### src/rtl/focus_pkg.sv
// focus_pkg: shared constants and types for the focus error front end.
//   DIFF_W           width of the signed per-sample focus error
//   OUT_W            width of the signed averaged output
//   SAT_MAX/SAT_MIN  clip limits applied to the averaged output
//   state_t          front-end state (ACCUM / LOST)
package focus_pkg;
  localparam int DIFF_W  = 18;
  localparam int OUT_W   = 16;
  localparam int SAT_MAX = 32767;
  localparam int SAT_MIN = -32768;

  typedef enum logic [0:0] {
    ACCUM = 1'b0,
    LOST  = 1'b1
  } state_t;
endpackage

### src/rtl/focus_median3.sv
// focus_median3: combinational median of three signed DIFF_W values.
//   a, b, c  in  : candidate values
//   m        out : median of a, b, c
// Only compiled when FOCUS_DEGLITCH_EN is defined, since it is only used by
// the deglitch path; otherwise it would be a dangling top-level module.
`ifdef FOCUS_DEGLITCH_EN
module focus_median3
  import focus_pkg::*;
(
  input  logic signed [DIFF_W-1:0] a,
  input  logic signed [DIFF_W-1:0] b,
  input  logic signed [DIFF_W-1:0] c,
  output logic signed [DIFF_W-1:0] m
);
  logic signed [DIFF_W-1:0] lo, hi;

  assign lo = (a < b) ? a : b;
  assign hi = (a < b) ? b : a;
  // Clamp c into [lo, hi]; the clamped value is the median.
  assign m  = (c < lo) ? lo : ((c > hi) ? hi : c);
endmodule
`endif

### src/rtl/focus_error_frontend.sv
// focus_error_frontend: forms (A - B - offset) from two photodiode ADC
// channels, averages it over 2^LOG2_AVG accepted pairs and emits a saturated
// signed 16-bit focus error. Declares signal loss after LOST_CNT consecutive
// pairs whose sum is below min_sum, emitting a single zero output.
//   clk_slow, reset_n          clock, async active-low reset
//   adc_a, adc_b, adc_valid    unsigned sample pair, no backpressure
//   offset                     signed error offset, taken with each pair
//   min_sum                    signal-present threshold on A + B
//   focus_signal, focus_valid  registered average and its one-cycle strobe
//   signal_lost                high while in LOST
//   sat                        last emitted average was clipped
// Optional: FOCUS_DEGLITCH_EN inserts a median-of-3 on the per-sample error.
module focus_error_frontend
  import focus_pkg::*;
#(
  parameter int ADC_W    = 12,
  parameter int LOG2_AVG = 3,
  parameter int LOST_CNT = 4
) (
  input  logic                    clk_slow,
  input  logic                    reset_n,
  input  logic [ADC_W-1:0]        adc_a,
  input  logic [ADC_W-1:0]        adc_b,
  input  logic                    adc_valid,
  input  logic signed [OUT_W-1:0] offset,
  input  logic [ADC_W:0]          min_sum,
  output logic signed [OUT_W-1:0] focus_signal,
  output logic                    focus_valid,
  output logic                    signal_lost,
  output logic                    sat
);
  localparam int ACC_W = DIFF_W + LOG2_AVG;
  // A zero-width counter is illegal; with LOG2_AVG=0 every pair completes.
  localparam int CNT_W = (LOG2_AVG > 0) ? LOG2_AVG : 1;
  localparam int LC_W  = $clog2(LOST_CNT + 1);

  localparam logic [CNT_W-1:0]        CNT_LAST = CNT_W'((1 << LOG2_AVG) - 1);
  localparam logic [LC_W-1:0]         LC_LAST  = LC_W'(LOST_CNT - 1);
  localparam logic signed [ACC_W-1:0] LIM_HI   = ACC_W'(SAT_MAX);
  localparam logic signed [ACC_W-1:0] LIM_LO   = ACC_W'(SAT_MIN);

  state_t                   state;
  logic signed [ACC_W-1:0]  acc, acc_next, avg;
  logic [CNT_W-1:0]         cnt;
  logic [LC_W-1:0]          lowcnt;
  logic signed [DIFF_W-1:0] diff_raw, diff_f;
  logic [ADC_W:0]           sum;
  logic                     low, is_last, enter_lost, do_acc, clip_hi, clip_lo;

  // A and B zero-extended, offset sign-extended; 18 bits cannot overflow.
  assign diff_raw = $signed({{(DIFF_W-ADC_W){1'b0}}, adc_a})
                  - $signed({{(DIFF_W-ADC_W){1'b0}}, adc_b})
                  - $signed({{(DIFF_W-OUT_W){offset[OUT_W-1]}}, offset});
  assign sum = {1'b0, adc_a} + {1'b0, adc_b};
  assign low = (sum < min_sum);

`ifdef FOCUS_DEGLITCH_EN
  logic signed [DIFF_W-1:0] hist1, hist2, med_b, med_c;
  logic                     primed;

  // Unprimed history behaves as if both slots already held the current diff.
  assign med_b = primed ? hist1 : diff_raw;
  assign med_c = primed ? hist2 : diff_raw;

  focus_median3 u_med (
    .a (diff_raw),
    .b (med_b),
    .c (med_c),
    .m (diff_f)
  );

  always_ff @(posedge clk_slow or negedge reset_n) begin
    if (!reset_n) begin
      hist1  <= '0;
      hist2  <= '0;
      primed <= 1'b0;
    end else if (enter_lost) begin
      primed <= 1'b0;
    end else if (do_acc) begin
      hist1  <= diff_raw;
      hist2  <= primed ? hist1 : diff_raw;
      primed <= 1'b1;
    end
  end
`else
  assign diff_f = diff_raw;
`endif

  assign acc_next = acc + ACC_W'(diff_f);
  assign avg      = acc_next >>> LOG2_AVG;
  assign clip_hi  = (avg > LIM_HI);
  assign clip_lo  = (avg < LIM_LO);
  assign is_last  = (cnt == CNT_LAST);

  // LOST entry wins over a coincident average completion.
  assign enter_lost = adc_valid && (state == ACCUM) && low && (lowcnt == LC_LAST);
  // In LOST only a good pair is taken; acc/cnt are already zero there, so it
  // simply becomes sample 1 of a fresh group.
  assign do_acc = adc_valid && !enter_lost && ((state == ACCUM) || !low);

  assign signal_lost = (state == LOST);

  always_ff @(posedge clk_slow or negedge reset_n) begin
    if (!reset_n) begin
      state        <= ACCUM;
      acc          <= '0;
      cnt          <= '0;
      lowcnt       <= '0;
      focus_signal <= '0;
      focus_valid  <= 1'b0;
      sat          <= 1'b0;
    end else begin
      focus_valid <= 1'b0;
      if (enter_lost) begin
        state        <= LOST;
        acc          <= '0;
        cnt          <= '0;
        lowcnt       <= '0;
        focus_signal <= '0;
        sat          <= 1'b0;
        focus_valid  <= 1'b1;
      end else if (do_acc) begin
        state  <= ACCUM;
        lowcnt <= low ? lowcnt + 1'b1 : '0;
        if (is_last) begin
          acc          <= '0;
          cnt          <= '0;
          focus_signal <= clip_hi ? OUT_W'(SAT_MAX)
                        : clip_lo ? OUT_W'(SAT_MIN)
                        : avg[OUT_W-1:0];
          sat          <= clip_hi | clip_lo;
          focus_valid  <= 1'b1;
        end else begin
          acc <= acc_next;
          cnt <= cnt + 1'b1;
        end
      end
    end
  end
endmodule

### config.mk
export PLATFORM = sky130hd
export DESIGN_NAME = focus_error_frontend
export DESIGN_NICKNAME = d
export VERILOG_FILES = /design/src/rtl/focus_pkg.sv /design/src/rtl/focus_median3.sv /design/src/rtl/focus_error_frontend.sv
export SDC_FILE = /design/constraint.sdc
export NUM_CORES = 1
export LEC_CHECK = 0
export CAP_MARGIN = 0
export CELL_PAD_IN_SITES_DETAIL_PLACEMENT = 1
export CELL_PAD_IN_SITES_GLOBAL_PLACEMENT = 2
export CORE_UTILIZATION = 34
export DETAILED_ROUTE_END_ITERATION = 7
export PLACE_DENSITY_LB_ADDON = 0.12
export SLEW_MARGIN = 40
export SYNTH_ARGS = -nofsm -noshare
export SYNTH_HDL_FRONTEND = slang
export SYNTH_HIERARCHICAL = 1
export SYNTH_SLANG_ARGS = --single-unit
### constraint.sdc
create_clock -name clk_slow -period 5 [get_ports clk_slow]
set_clock_uncertainty 0.15 [all_clocks]
set_input_delay 0.5 -clock clk_slow [delete_from_list [all_inputs] [get_ports clk_slow]]
set_output_delay 0.5 -clock clk_slow [all_outputs]
set_load 0.02 [all_outputs]
# Word level (Yosys, flattened, before mapping)
# Cells that the tools add are included.
[classes] n_addsub=6 n_lt_le_gt_ge=3 eq_ne=2 n_mux=22 n_bitwise=2 n_reduce_logical=11
[ops] operator="$mux W16" n=5
[ops] operator="$mux W21" n=3
[ops] operator="$add A21 B17 Y21" n=1
[ops] operator="$gt A18 B16 Y1 const B" n=1
[ops] operator="$lt A18 B16 Y1 const B" n=1
[ops] operator="$mux W3" n=6
[ops] operator="$sub A13 B16 Y17" n=1
[ops] operator="$add A12 B12 Y13" n=1
[ops] operator="$lt A13 B13 Y1" n=1
[ops] operator="$sub A12 B12 Y13" n=1
[ops] operator="$mux W1" n=8
[ops] operator="$add A3 B1 Y3 const B" n=2
[ops] operator="$logic_and A1 B1 Y1" n=5
[ops] operator="$reduce_bool A2 Y1" n=2
[ops] operator="$eq A3 B2 Y1 const B" n=1
[ops] operator="$eq A3 B3 Y1 const B" n=1
[ops] operator="$logic_not A1 Y1" n=2
[ops] operator="$reduce_and A2 Y1" n=1
[ops] operator="$logic_or A1 B1 Y1" n=1
[ops] operator="$not A1 Y1" n=1
[ops] operator="$or A1 B1 Y1" n=1
[word_totals] ff_bits=46 inputBits=56 wordCells=53

# Longest topological paths before layout
# Gate-level depths: netlist of run 1.
[depth] ltp_word=9 ltp_mapped=23 mapped_depth_nobuf=21

# Least setup slack after synthesis of run 1
# Ideal clock, no wire load.
[synth_path] path_type="input to register" from="input port adc_a[0]" to="register focus_signal[5]" setup_ns=0.066 arrival_time_ns=5.139 required_time_ns=4.784 setup_slack_ns=-0.355 cell_stages=20 cell_sequence="inv_1 > ha_1 > fa_1 > nand2b_1 > a21boi_0 > o21ai_0 > a21oi_1 > o21a_1 > fa_1 > inv_1 > ha_1 > a21o_1 > a31o_1 > a221oi_2 > mux2_1 > a311oi_2 > nor2_1 > nor3_4 > buf_6 > a221o_1"
[synth_between] elab_chain_len=9
[synth_rtl] element="start: declaration" line_no="focus_error_frontend.sv:22" source="input logic [ADC_W-1:0] adc_a,"
[synth_rtl] element="$sub A12 B12 Y13 / $add A12 B12 Y13 (equally long branches)" line_no="focus_error_frontend.sv:52, focus_error_frontend.sv:54"
[synth_rtl] element="$sub A13 B16 Y17 / $lt A13 B13 Y1 (equally long branches)" line_no="focus_error_frontend.sv:53, focus_error_frontend.sv:55"
[synth_rtl] element="$add A21 B17 Y21 / $logic_and A1 B1 Y1 (equally long branches)" line_no="focus_error_frontend.sv:89, focus_error_frontend.sv:96"
[synth_rtl] element="$lt A18 B16 Y1 / $logic_and A1 B1 Y1 (equally long branches)" line_no="focus_error_frontend.sv:92, focus_error_frontend.sv:96"
[synth_rtl] element="$mux W16 / $logic_not A1 Y1 (equally long branches)" line_no="focus_error_frontend.sv:129, focus_error_frontend.sv:99"
[synth_rtl] element="$mux W16 / $logic_and A1 B1 Y1 (equally long branches)" line_no="focus_error_frontend.sv:128, focus_error_frontend.sv:99"
[synth_rtl] element="$mux W16 / $logic_and A1 B1 Y1 (equally long branches)" line_no="focus_error_frontend.sv:125, focus_error_frontend.sv:99"
[synth_rtl] element="$mux W16 / $reduce_bool A2 Y1 (equally long branches)"
[synth_rtl] element="$mux W16 / $reduce_and A2 Y1 (equally long branches)"
[synth_rtl] element="end signal: assignment" line_no="focus_error_frontend.sv:128" source="focus_signal <= clip_hi ? OUT_W'(SAT_MAX)"
[synth_rtl] element="end: declaration" line_no="focus_error_frontend.sv:27" source="output logic signed [OUT_W-1:0] focus_signal,"
# Several ways; a longest one is shown, not always the timed one. The select of a mux whose other input is x is not followed.
# A chain may end at the register's enable or synchronous reset.

# Final worst setup path of run 1
[layout_path] from="input port adc_a[0]" to="register focus_signal[1]"
# The elaborated chain is that of the path after synthesis.

==> key figures, run 1 <==
Status
  – Result of the run: finished, final reports clean

Synth
  – Fraction of synthesis flops using an asynchronous set or reset pin: 100%
  – Share of the yosys chip area belonging to registers: between 20% and 30%
  – Netlist cell types: just over 70
  – Biggest area consumer among synthesized cells: dfrtp_1
  – Post-Syn Area per Cell: a little over 9 um2
  – Post-synthesis cell count: approximately 550
  – Prevailing post-synth register cell: dfrtp_1
  – Total of warnings raised by yosys: 6
  – Number of synthesized register bits: 46
  – Dominant cells by area after synthesis: dfrtp_1 23%, ha_1 15%, fa_1 8.9%
  – Area of the mapped netlist: between 4000 and 5000 um2
  – Total nets after synthesis: just under 700
  – Post-synth top area share: a little under a quarter
  – EDFF count, synth: 0

Clock tree
  – Clock root buffer master: clkbuf_16
  – Cts hold-fix bufs: 0
  – Clock transition at the registers of the reported paths: ~70 ps
  – Sink Count: 46
  – Clock Latency Late Sink: 300 ps
  – Number of buffers created by CTS: 5
  – Number of H-tree branching levels: 2
  – Maximum number of buffers from clock root to sink: 2
  – CTS tree: built

Global routing
  – Total grt overflow: 0
  – Maximum number of pins on one net before global-route repair: 47
  – Vias in the first global route: roughly 5200
  – Antenna violations before repair: 0
  – First-pass GRT wire length: approximately 25000 um
  – Global-route total usage across every layer: between 20% and 30%

Setup path
  – R2r setup slk: ~1400 ps
  – Worst EP arrival: a little under 5000 ps
  – Cell depth of the worst flop-to-flop path: 16
  – Required time at the endpoint of the critical path: 5030 ps
  – Worst Path Max Fanout: 6
  – Class of the most critical setup path: input pin to register
  – Endpoint kind of the worst setup timing path: register
  – Kind of start point of the critical path: input pin

Cells and area
  – Layout overhead on the synthesized area: 49.7%
  – Antenna diode count: 0
  – Nets: between 800 and 900
  – Design Area, Final: between 7000 and 8000 um2
  – Ratio of cells with drive above 1 in the final layout: 31.2%
  – Util after Layout: a little over half

Drt
  – Highest routing layer actually used: met4
  – DRC: 0
  – Number of design-rule violations left by the first detailed-router iteration: about 150
  – DRT Wirelength: roughly 15000 um
  – Routed met1 length: between 7000 and 8000 um
  – Avg Vias per Cell: roughly 5
  – Amount of wire on met3 after detailed routing: between 400 and 500 um
  – Total iterations of the first detailed-routing run: 4
  – Via count: about 4700
  – Antenna viol nets, final: 0
  – Post-detailed-route wirelength per cell: approximately 16 um
  – Routed wl met2: around 7600 um

STA
  – Peak Freq: 204 MHz
  – Final hold violation count: 0
  – Fin. max-slew vios: 0
  – Minimum setup slack in the final design: 104 ps
  – Part of the cycle the worst path needs: a little over nine tenths
  – Shortest clock period the worst path allows after layout: slightly below 5000 ps
  – Relative max-transition margin: between 50% and 60%
  – Slew at the pin closest to its max-slew limit: about 650 ps
  – Setup violation total in the final timing report: 0
  – RSZ-0062 raised after global routing: true
  – Final setup TNS: 0 ps

Power and ir drop
  – Part of the total power dissipated in sequential elements: between 10% and 20%
  – Internal power: ~3000 uW
  – Power Dens Cells: roughly 720 nW/um2
  – Power share of the combinational group: just over 80%
  – IR Drop Worst-Case VDD: about 0.30 mV
  – Fraction of power consumed by the clock network: under 10%
  – Sw Share: 45.6%
  – Net switching component of the power: around 2400 uW
  – Leakage dissipation: approximately 0.0036 uW

Place
  – Half-perimeter wire length after detailed placement: roughly 12000 um
  – Global placer's final weighted congestion: slightly above 0.8
  – Setup Slack @ Placement: -981 ps
  – Post-place instance area: approximately 6800 um2
  – IO buf count: between 70 and 80

Die
  – Core area: about 14000 um2
  – Starting Density: a little over a third
  – Top-level I/O count: 75
  – Total number of placement rows: 43
  – Height of the die: between 100 and 150 um
  – Horizontal extent of the die: 123 um
  – Full die area: roughly 15000 um2

Flow run
  – Number of maximum-capacitance constraint violations: 0

Worst hold path
  – Worst hold path class: input pin to async pin
-- power by group through the flow --
stage	Combinational, uW	Clock, uW	Sequential [uW]
global placement	3820	0	659
CTS	4220	362	661
detailed placement	3950	0	666
finish	4340	352	660
floorplan	2330	0	709
global route	4750	375	680
-- cell usage after synthesis, types with 3 or more instances --
library cell,number
ha_1,61
a21boi_0,4
fa_1,22
o21a_1,3
clkbuf_1,10
buf_6,5
o31ai_1,3
o21ai_0,24
nand4_1,5
o21bai_1,10
nor2_1,28
nor3_1,8
dfrtp_1,46
xor2_1,12
a221o_1,15
nor2b_1,5
xnor2_1,24
nand2b_1,11
a21oi_1,38
nand2_1,19
inv_1,98
a21o_1,9
a211oi_1,3
nand3_1,8
a22o_1,22
-- cells by family (layout without fill, tap and decap cells) --
group | Yosys count | after routing | synth area share (%)
AND/OR/NAND/NOR | 99 | 99 | 10.3
flip-flops | 46 | 46 | 23.1
XOR/XNOR | 37 | 37 | 6.89
adder cells (fa/ha/maj) | 83 | 83 | 24.2
AO/OA/AOI/OAI | 163 | 163 | 25.2
buffers and inverters | 117 | 322 | 9.63
multiplexers | 3 | 3 | 0.654
-- layout make-up --
type | count | area (um2)
repair buffers | 214 | 1840
clock buffers | 5 | 125
well taps | 180 | 225
fillers | 1625 | 6650
inverters | 100 | 378
flip-flops and latches | 46 | 1150
clock inverters | 3 | 25.0
multi-input cells | 385 | 3700
-- worst max-delay path, stage by stage --
cell	delay (ps)
buf_8	80
inv_4	30
ha_4	160
fa_2	370
nand2b_4	160
a21boi_4	160
o21ai_2	80
a21oi_2	180
buf_4	140
o21a_4	190
buf_4	140
fa_1	410
inv_1	110
ha_4	220
a21o_1	200
a211oi_4	350
a2bb2oi_4	220
and2_4	190
buf_4	120
o311ai_4	110
nor2_2	260
nor3_4	80
buf_4	160
a221o_2	290
-- final timing paths --
check	start	endpoint
setup / recovery	adc_a[0]	focus_signal[1]$_DFFE_PN0P_
hold / removal	reset_n	lowcnt[1]$_DFFE_PN0P_
setup reg to reg	acc[7]$_DFFE_PN0P_	focus_signal[13]$_DFFE_PN0P_
hold reg to reg	cnt[2]$_DFFE_PN0P_	cnt[2]$_DFFE_PN0P_
max in group asynchronous	reset_n	acc[17]$_DFFE_PN0P_
min in group clk_slow	cnt[2]$_DFFE_PN0P_	cnt[2]$_DFFE_PN0P_
-- per-layer routing --
| metal | vias up | global-route usage, % |
|---|---|---|
| met2 | 68 | 38.1 |
| met1 | 2307 | 28.0 |
| met5 | - | 0 |
| met3 | 4 | 2.86 |
| met4 | 0 | 3.28 |
| li1 | 2301 | - |
-- per-stage QoR --
step | power [uW] | instances | hold slack (ps)
6_report | 5360 | 933 | 77.6
5_1_grt | 5800 | 933 | 135
4_1_cts | 5250 | 927 | 98.5
3_5_place_dp | 4620 | 903 | 341
3_3_place_gp | 4480 | 903 | 318
2_1_floorplan | 3040 | 548 | 54.4
-- what timing repair did --
item	in CTS	in global routing
gates cloned	0	0
setup endpoints to repair	43	38
pin swaps	27	32
hold endpoints to repair	0	0
resized for setup	55	55
buffers inserted	16	6
-- placed cells by master, fill, tap and decap left out, drive strengths merged, types with 20 or more instances in the layout --
master         instances
a21oi                 39
inv                  101
o21ai                 26
nor2                  28
nand2                 20
clkdlybuf4s50         61
a22o                  22
dfrtp                 46
ha                    61
fa                    22
buf                  144
xnor2                 24
-- flip-flops by register name, summed over array words and instances (netlist names) --
name and count:
acc 21, cnt 3, focus_signal 16, focus_valid 1, lowcnt 3, sat 1
signal_lost 1
(Power assumes the default switching activity.)
==> inputs of run 2 (changes only) <==
--- a/config.mk
+++ b/config.mk
@@ -9,6 +9,7 @@
 export CELL_PAD_IN_SITES_DETAIL_PLACEMENT = 1
 export CELL_PAD_IN_SITES_GLOBAL_PLACEMENT = 2
 export CORE_UTILIZATION = 34
+export CTS_BUF_LIST = sky130_fd_sc_hd__clkbuf_16
 export DETAILED_ROUTE_END_ITERATION = 7
 export PLACE_DENSITY_LB_ADDON = 0.12
 export SLEW_MARGIN = 40
==> results of run 2 <==
The final DEF is identical to that of run 1; final timing and power are the same.
==> inputs of run 3 (changes only) <==
--- a/config.mk
+++ b/config.mk
@@ -10,6 +10,7 @@
 export CELL_PAD_IN_SITES_GLOBAL_PLACEMENT = 2
 export CORE_UTILIZATION = 34
 export CTS_BUF_LIST = sky130_fd_sc_hd__clkbuf_16
+export CTS_CLUSTER_DIAMETER = 40
 export DETAILED_ROUTE_END_ITERATION = 7
 export PLACE_DENSITY_LB_ADDON = 0.12
 export SLEW_MARGIN = 40
==> results of run 3 <==
The final DEF is identical to that of run 1; final timing and power are the same.
